`config.mk`:
```
export PLATFORM = sky130hd
export DESIGN_NAME = phase_timer
export DESIGN_NICKNAME = d
export VERILOG_FILES = /design/src/rtl/phase_timer.sv
export SDC_FILE = /design/constraint.sdc
export NUM_CORES = 1
export LEC_CHECK = 0
export BUFFER_PORTS_ARGS = -buffer_cell sky130_fd_sc_hd__buf_4
export CORE_MARGIN = 5
export CORE_UTILIZATION = 35
export CTS_CLUSTER_SIZE = 40
export DETAILED_ROUTE_END_ITERATION = 8
export SLEW_MARGIN = 10
export SYNTH_ARGS = -nofsm -noshare
export SYNTH_HDL_FRONTEND = slang
export SYNTH_SLANG_ARGS = --single-unit
```
`constraint.sdc`:
```
create_clock -name clk -period 3.35 [get_ports clk]
set_clock_uncertainty 0.05 [all_clocks]
set_input_delay 0.67 -clock clk [delete_from_list [all_inputs] [get_ports clk]]
set_output_delay 0.67 -clock clk [all_outputs]
set_load 0.005 [all_outputs]
```
`src/rtl/phase_timer.sv`:
```
// Shared programmable phase timer for the traffic-light controller: one C1/C2/C3 enable in, matching W1/W2/W3 done pulse out.
// Optional freeze input 'hold' is compiled in when PHASE_TIMER_HOLD_EN is defined.
module phase_timer #(
  parameter int TICK_DIV = 50_000_000,
  parameter int T_G1     = 40,
  parameter int T_G2     = 45,
  parameter int T_Y      = 5
) (
  input  logic       clk,
  input  logic       reset,
`ifdef PHASE_TIMER_HOLD_EN
  input  logic       hold,
`endif
  input  logic       C1,
  input  logic       C2,
  input  logic       C3,
  output logic       W1,
  output logic       W2,
  output logic       W3,
  output logic       busy,
  output logic [6:0] remain,
  output logic [7:0] remain_bcd,
  output logic       err
);

  localparam int PW = $clog2(TICK_DIV);

  typedef enum logic [1:0] {S_IDLE, S_RUN, S_DONE} state_e;

  state_e          state_q, state_d;
  logic [PW-1:0]   presc_q, presc_d;
  logic [6:0]      count_q, count_d;
  logic [2:0]      sel_q, sel_d;
  logic [2:0]      w_q, w_d;
  logic [7:0]      bcd_q, bcd_d;
  logic            err_q, err_d;
  logic [2:0]      en;
  logic            hold_act;
  logic            tick;

  assign en   = {C3, C2, C1};
  assign tick = (presc_q == PW'(TICK_DIV - 1));

`ifdef PHASE_TIMER_HOLD_EN
  assign hold_act = hold;
`else
  assign hold_act = 1'b0;
`endif

  function automatic logic [7:0] to_bcd(input logic [6:0] v);
    return {4'(v / 7'd10), 4'(v % 7'd10)};
  endfunction

  always_comb begin
    // NOTE: every next-state signal gets its hold value first so no path infers a latch.
    state_d = state_q;
    presc_d = presc_q;
    count_d = count_q;
    sel_d   = sel_q;
    w_d     = '0;
    err_d   = err_q;

    unique case (state_q)
      S_IDLE: begin
        if (|en) begin
          state_d = S_RUN;
          presc_d = '0;
          if (en[0]) begin
            sel_d   = 3'b001;
            count_d = 7'(T_G1);
          end else if (en[1]) begin
            sel_d   = 3'b010;
            count_d = 7'(T_G2);
          end else begin
            sel_d   = 3'b100;
            count_d = 7'(T_Y);
          end
          if ($countones(en) > 1) err_d = 1'b1;
        end
      end

      S_RUN: begin
        // Abort wins over a coincident tick: a dropped enable never yields a done pulse.
        if (!(|(en & sel_q))) begin
          state_d = S_IDLE;
          count_d = '0;
        end else if (!hold_act) begin
          if (tick) begin
            presc_d = '0;
            count_d = count_q - 7'd1;
            if (count_q == 7'd1) begin
              w_d     = sel_q;
              state_d = S_DONE;
            end
          end else begin
            presc_d = presc_q + PW'(1);
          end
        end
      end

      S_DONE: begin
        if (!(|en)) state_d = S_IDLE;
      end

      default: state_d = S_IDLE;
    endcase

    bcd_d = to_bcd(count_d);
  end

  always_ff @(posedge clk or posedge reset) begin
    if (reset) begin
      state_q <= S_IDLE;
      presc_q <= '0;
      count_q <= '0;
      sel_q   <= '0;
      w_q     <= '0;
      bcd_q   <= '0;
      err_q   <= 1'b0;
    end else begin
      // NOTE: non-blocking so every register samples the pre-edge values of the others.
      state_q <= state_d;
      presc_q <= presc_d;
      count_q <= count_d;
      sel_q   <= sel_d;
      w_q     <= w_d;
      bcd_q   <= bcd_d;
      err_q   <= err_d;
    end
  end

  assign W1         = w_q[0];
  assign W2         = w_q[1];
  assign W3         = w_q[2];
  assign busy       = (state_q == S_RUN);
  assign remain     = count_q;
  assign remain_bcd = bcd_q;
  assign err        = err_q;

endmodule

```
==> impl_results.md, run 1 <==
* Worst EP arrival at approximately 3400 ps
* Pwr Density at 697 nW/µm²
* Max-cap violations at 0
* Leading cell type in the layout, fill and taps excluded: buf_4
* DRC at 0
* Yosys warnings at 0
* GR Util All Layers at ~15%
* Worst Setup Start Kind: input pin
* Layout net count at 390
* Core area at just over 8000 µm²
* Final Wtd Congestion at 0.795
* Sink Count at 49
* Maximum VDD drop at 0.427 mV
* Status: finished, final reports clean
* DR vias/cell at 5.30
* Slew headroom at 30.4%
* Seq/Total Area, Yosys at a little over two fifths
* Die Width at 100 µm
* Post-place setup slack at -98.1 ps
* CTS root buf: clkbuf_8
* Syn_area_per_cell at ~9.1 µm²
* Leak pwr at about 1.6 nW
* Hpwl dp at between 5000 and 6000 µm
* Setup bufs post-CTS at 0
* Worst Tran Pin Value at 1040 ps
* CP Class: in2reg
* Most frequent cells in the layout: buf_4 (68), dfrtp_1 (49), nor2_1 (41)
* Wire per inst at between 10 and 15 µm
* Fin. Hold Viols at 0
* Clk_lat worst skew at 310 ps
* Synth unique cells at between 50 and 60
* Synthesis-to-finish area growth at 26.6%
* Post-synth EDFFs at 0
* N_diodes at 0
* Max frequency at 315 MHz
* Crit-path max FO at 5
* First-pass DRT Iterations at 4
* TritonCTS clock tree: built
* Ys flop type: dfrtp_1
* Total grt overflow at 0
* Syn nets at 326
* Placement Rows at 33
* Final Power at 2.53 mW
* Share of cells above drive strength 1 at between 20% and 30%
* Top Ports at 25
* Routed via count at 2575
* Setup TNS at 0 ps
* DRT Wirelength at 7000 µm
* # hold bufs at CTS at 0
* FFs w/ async S/R, synth at 100%
* H-tree Lvls at 2
* Minimum clock period at 3170 ps
* Type of the most critical hold path: reg2reg
* Largest net degree at the start of global routing at 50
* Flops & latches, synth at 49
* Final max-slew violation count at 0
* Mapped Area at 2860 µm²
* Global-route wire length before repair at ~12000 µm
* Die height at between 100 and 150 µm
* Initial DRC count at roughly 180
* Critical path required time at between 3000 and 4000 ps
* Synthesized instance count at 316
* Routed Antenna Nets at 0
* Post_cts resized at 0
* Num CTS Buffers at 5
* Final setup margin at 180 ps
* Clock Path Buffers at 2
* Number of global-route vias before repair at around 2600
* CP Capture Type: flip-flop
* Worst-path clk slew at around 90 ps
* Port Buffers at 24
* Tcrit/Tclk final at 94.6%
* Initial antenna violation count at 0
* Final setup viols at 0
* Unrepaired setup endpoints after global routing: false
* Die area at ~10000 µm²
* Initial Util at 35.4%
## critical path: stages
cell and delay, ps:
buf_4 110, a222oi_1 510, or2_1 210, buf_4 140, or4_1 90, and3_1 240
inv_1 110, nor2_1 270, nor3_2 90, o32ai_4 230, ha_2 230, inv_2 60
a2111o_1 330, nand4_1 80
## routing by layer
metal | vias to the layer above | part of all wire [%] | track usage, %
met2 | 53 | 45 | 22.3
met3 | 6 | 4.6 | 3.67
met1 | 1230 | 49 | 21.1
li1 | 1286 | - | -
met5 | - | 0 | 0
met4 | 0 | 1.1 | 3.83
## synthesized netlist by cell type (5+ instances only)
master	number	area, µm²
a21oi_1	12	60.1
and3_1	9	56.3
clkbuf_1	5	18.8
dfrtp_1	49	1230
ha_1	5	62.6
inv_1	13	48.8
nand2_1	22	82.6
nand3_1	13	65.1
nand4_1	15	93.8
nor2_1	41	154
nor3_1	9	45.0
nor4_1	6	37.5
o21ai_0	21	105
o31ai_1	5	37.5
xnor2_1	7	61.3
xor2_1	11	96.3
## power by group
part	internal, mW	leakage, nW	switching [mW]
Combinational	0.609	0.919	0.684
Sequential	0.693	0.657	0.0944
Clock	0.244	0.0585	0.202
Total	1.55	1.63	0.981
## registers in the layout, indices dropped and copies added (netlist names)
name	count
remain	6
remain_bcd	8
presc_q	26
state_q	2
sel_q	3
w_q	3
err	1
## stage by stage
stage               cells  instance area (µm²)  hold WS [ps]  utilization, %
floorplan             316                 2890           418               -
global placement      478                 3450           417            42.7
detailed placement    478                 3450           420            42.7
CTS                   486                 3570           447            44.1
global route          486                 3620           485            44.8
finish                486                 3620           446            44.8
## cell families after synthesis
| kind of cell | share of synthesized area (%) |
|---|---|
| buf+inv | 4.15 |
| flops | 42.8 |
| fa+ha+maj | 2.53 |
| xor+xnor | 5.50 |
| mux | 0.699 |
| compound gates | 18.9 |
| simple gates | 25.4 |
## final cells by class
type	instances	area, µm²
timing repair buffer	68	510
multi-input combinational	243	1590
tap	105	131
clock buffer	7	86.3
clock inverter	1	30.0
sequential	49	1230
inverter	13	48.8
fill	812	4470
## final timing paths
| check | startpoint | endpoint | slack [ps] | depth (start not counted) |
|---|---|---|---|---|
| max reg2reg | presc_q[0]$_DFFE_PP0P_ | remain_bcd[2]$_DFF_PP0_ | 200 | 14 |
| min in group asynchronous | reset | remain_bcd[3]$_DFF_PP0_ | 560 | 2 |
| max in group asynchronous | reset | remain_bcd[4]$_DFF_PP0_ | 2030 | 2 |
| min | err$_DFFE_PP0P_ | err$_DFFE_PP0P_ | 450 | 1 |
| min reg2reg | err$_DFFE_PP0P_ | err$_DFFE_PP0P_ | 450 | 1 |
| max | C1 | remain_bcd[1]$_DFF_PP0_ | 180 | 14 |
Power figures use the tool's default switching activity.
==> run 2, diff against run 1 <==
--- a/config.mk
+++ b/config.mk
@@ -5,11 +5,13 @@
 export SDC_FILE = /design/constraint.sdc
 export NUM_CORES = 1
 export LEC_CHECK = 0
+export ABC_CLOCK_PERIOD_IN_PS = 3350
 export BUFFER_PORTS_ARGS = -buffer_cell sky130_fd_sc_hd__buf_4
 export CORE_MARGIN = 5
-export CORE_UTILIZATION = 35
+export CORE_UTILIZATION = 54
 export CTS_CLUSTER_SIZE = 40
 export DETAILED_ROUTE_END_ITERATION = 8
+export PLACE_DENSITY = 0.76
 export SLEW_MARGIN = 10
 export SYNTH_ARGS = -nofsm -noshare
 export SYNTH_HDL_FRONTEND = slang
==> run 2 against run 1 <==
Critical endpoint is now remain_bcd[2]$_DFF_PP0_. Final cell count shrank 9.5%. Core utilization grew 22 points. Worst hold slack worse by 9.0 ps. Cell area fell by 4.7%. Clock-buffer cell count is the same. Sequential power about the same. Combinational power shrank 5%. Worst setup slack worse by 100 ps.
==> impl_results.md, run 2 (same netlist as run 1, synthesis figures left out) <==
* Sink Count at 49 (unchanged)
* First-pass DRT Iterations at 4 (unchanged)
* Final setup viols at 0 (unchanged)
* Num CTS Buffers at 5 (unchanged)
* DRC at 0 (unchanged)
* Tcrit/Tclk final at 97.6% (+3.0 points)
* Reg with most FFs: presc_q
* Most frequent cells in the layout: buf_4 (58), dfrtp_1 (49), nor2_1 (41)
* Core area at 5140 µm² (-36%)
* GR Util All Layers at 20.4% (+5.7 points)
* DR vias/cell at 6.05 (+14%)
* Logic pwr share at 51.7% (+0.5 points)
* Largest net degree at the start of global routing at 50 (unchanged)
* CP Class: reg2reg
* Placement Rows at 26 (-21%)
* Type of the most critical hold path: reg2reg
* N_diodes at 0 (unchanged)
* Worst-path clk slew at 90 ps (about the same)
* Worst Tran Pin Value at 1090 ps (+41.4 ps)
* Initial DRC count at 278 (+57%)
* Die Width at 82.8 µm (-18%)
* Initial Util at 55.7% (+20 points)
* Number of global-route vias before repair at 2529 (-1.4%)
* Crit-path max FO at 10 (+5)
* Pwr Density at 688 nW/µm² (-1.2%)
* Die area at 6860 µm² (-32%)
* TritonCTS clock tree: built
* Clock Path Buffers at 2 (unchanged)
* CP Capture Type: flip-flop
* Maximum VDD drop at 0.537 mV (+26%)
* Total grt overflow at 0 (unchanged)
* Final Wtd Congestion at 0.881 (+11%)
* Switching power at 964 µW (-1.7%)
* Worst EP arrival at 3450 ps (+90 ps)
* Routed Antenna Nets at 0 (unchanged)
* Top Ports at 25 (unchanged)
* Clock power share at 15.2% (-2.5 points)
* Initial antenna violation count at 0 (unchanged)
* DRT Wirelength at 6960 µm (-0.61%)
* Max frequency at 306 MHz (-3.1%)
* Setup bufs post-CTS at 0 (unchanged)
* CTS root buf: clkbuf_8
* Clk_lat worst skew at 300 ps (about the same)
* Final max-slew violation count at 0 (unchanged)
* Status: finished, final reports clean
* Post-place setup slack at -122 ps (-24.0 ps)
* Die height at 82.8 µm (-18%)
* Leak pwr at 1.56 nW (-4.6%)
* Fin Hold WS at 437 ps (-8.97 ps)
* Pint at 1.41 mW (-8.5%)
* Minimum clock period at 3270 ps (+100 ps)
* Hpwl dp at 5120 µm (-0.21%)
* Sw Ratio at 40.5% (+1.7 points)
* Seq pwr share at 33.1% (+1.9 points)
* Critical path required time at 3530 ps (about the same)
* Max-cap violations at 0 (unchanged)
* Reg2reg path depth at 14 (unchanged)
* Worst Setup Start Kind: flip-flop
* Final Power at 2.38 mW (-5.9%)
* Global-route wire length before repair at 11800 µm (-1.7%)
* Fin. Hold Viols at 0 (unchanged)
* Slew headroom at 27.3% (-3.0 points)
* Max reg flops at 26 (unchanged)
* Port Buffers at 24 (unchanged)
* Final setup margin at 79.6 ps (-100 ps)
* H-tree Lvls at 2 (unchanged)
* Leading cell type in the layout, fill and taps excluded: buf_4
* Routed via count at 2661 (+3.3%)
* Wire per inst at 15.8 µm (+9.8%)
* Layout net count at 380 (-2.6%)
* Synthesis-to-finish area growth at 20.6%
* Share of cells above drive strength 1 at 23.0% (-2.2 points)
* WHS Path Cells at 1 (unchanged)
run 2: changes by cell type in the layout (fill, tap and decap cells not counted), sizes merged:
cell,change
buf,-10
bufinv,-1
run 2: area by class of cell:
| type | count | area, µm² |
|---|---|---|
| Timing Repair Buffer | 58 | 435 |
| Sequential cell | 49 | 1230 |
| Fill cell | 445 | 1690 |
| Clock buffer | 7 | 86.3 |
| Tap cell | 70 | 87.6 |
| Multi-Input combinational cell | 243 | 1570 |
| Inverter | 13 | 48.8 |
run 2: layer usage:
metal	global-route usage, %	up-vias	share of wire [%]
li1	-	1264	-
met1	27.2	1313	45
met2	34.3	73	49
met3	3.96	11	4.5
met4	5.20	0	1.2
met5	0	-	0
run 2: worst max-delay path, stage by stage, from the launching register on:
cell	delay, ps
dfrtp_1	370
ha_2	220
and3_4	210
nand4_1	90
buf_4	190
or4_1	520
and3_1	240
buf_4	160
a211oi_1	230
o21a_1	200
o32ai_4	90
ha_2	220
inv_2	90
o211ai_1	90
a32oi_1	210
run 2: final timing paths:
path,from,endpoint,slack (ps)
max reg2reg,presc_q[0]$_DFFE_PP0P_,remain_bcd[2]$_DFF_PP0_,80
max,presc_q[0]$_DFFE_PP0P_,remain_bcd[2]$_DFF_PP0_,80
max in group asynchronous,reset,presc_q[11]$_DFFE_PP0P_,2070
min,err$_DFFE_PP0P_,err$_DFFE_PP0P_,440
min reg2reg,err$_DFFE_PP0P_,err$_DFFE_PP0P_,440
min in group asynchronous,reset,remain_bcd[4]$_DFF_PP0_,560
run 2: per-stage QoR:
| stage | setup TNS [ps] | cells | utilization (%) | area, µm² |
|---|---|---|---|---|
| 2_1_floorplan | -264 | 316 | - | 2890 |
| 5_1_grt | -136 | 440 | 67.2 | 3450 |
| 3_3_place_gp | -18.3 | 433 | 64.9 | 3340 |
| 6_report | 0 | 440 | 67.2 | 3450 |
| 3_5_place_dp | -170 | 433 | 64.9 | 3340 |
| 4_1_cts | 0 | 440 | 66.6 | 3420 |
run 2: what timing repair did:
item | 4_1_cts | 5_1_grt
gates resized for setup | 0 | 7
endpoints found under the setup margin | 0 | 2
hold endpoints to repair | 0 | 0
hold buffers | 0 | 0
run 2: power groups by stage:
stage	Combinational, mW	Clock, mW	Sequential (mW)
finish	1.23	0.361	0.786
global route	1.36	0.382	0.804
CTS	1.21	0.367	0.784
detailed placement	1.21	0	0.794
global placement	1.17	0	0.790
floorplan	0.755	0	0.776
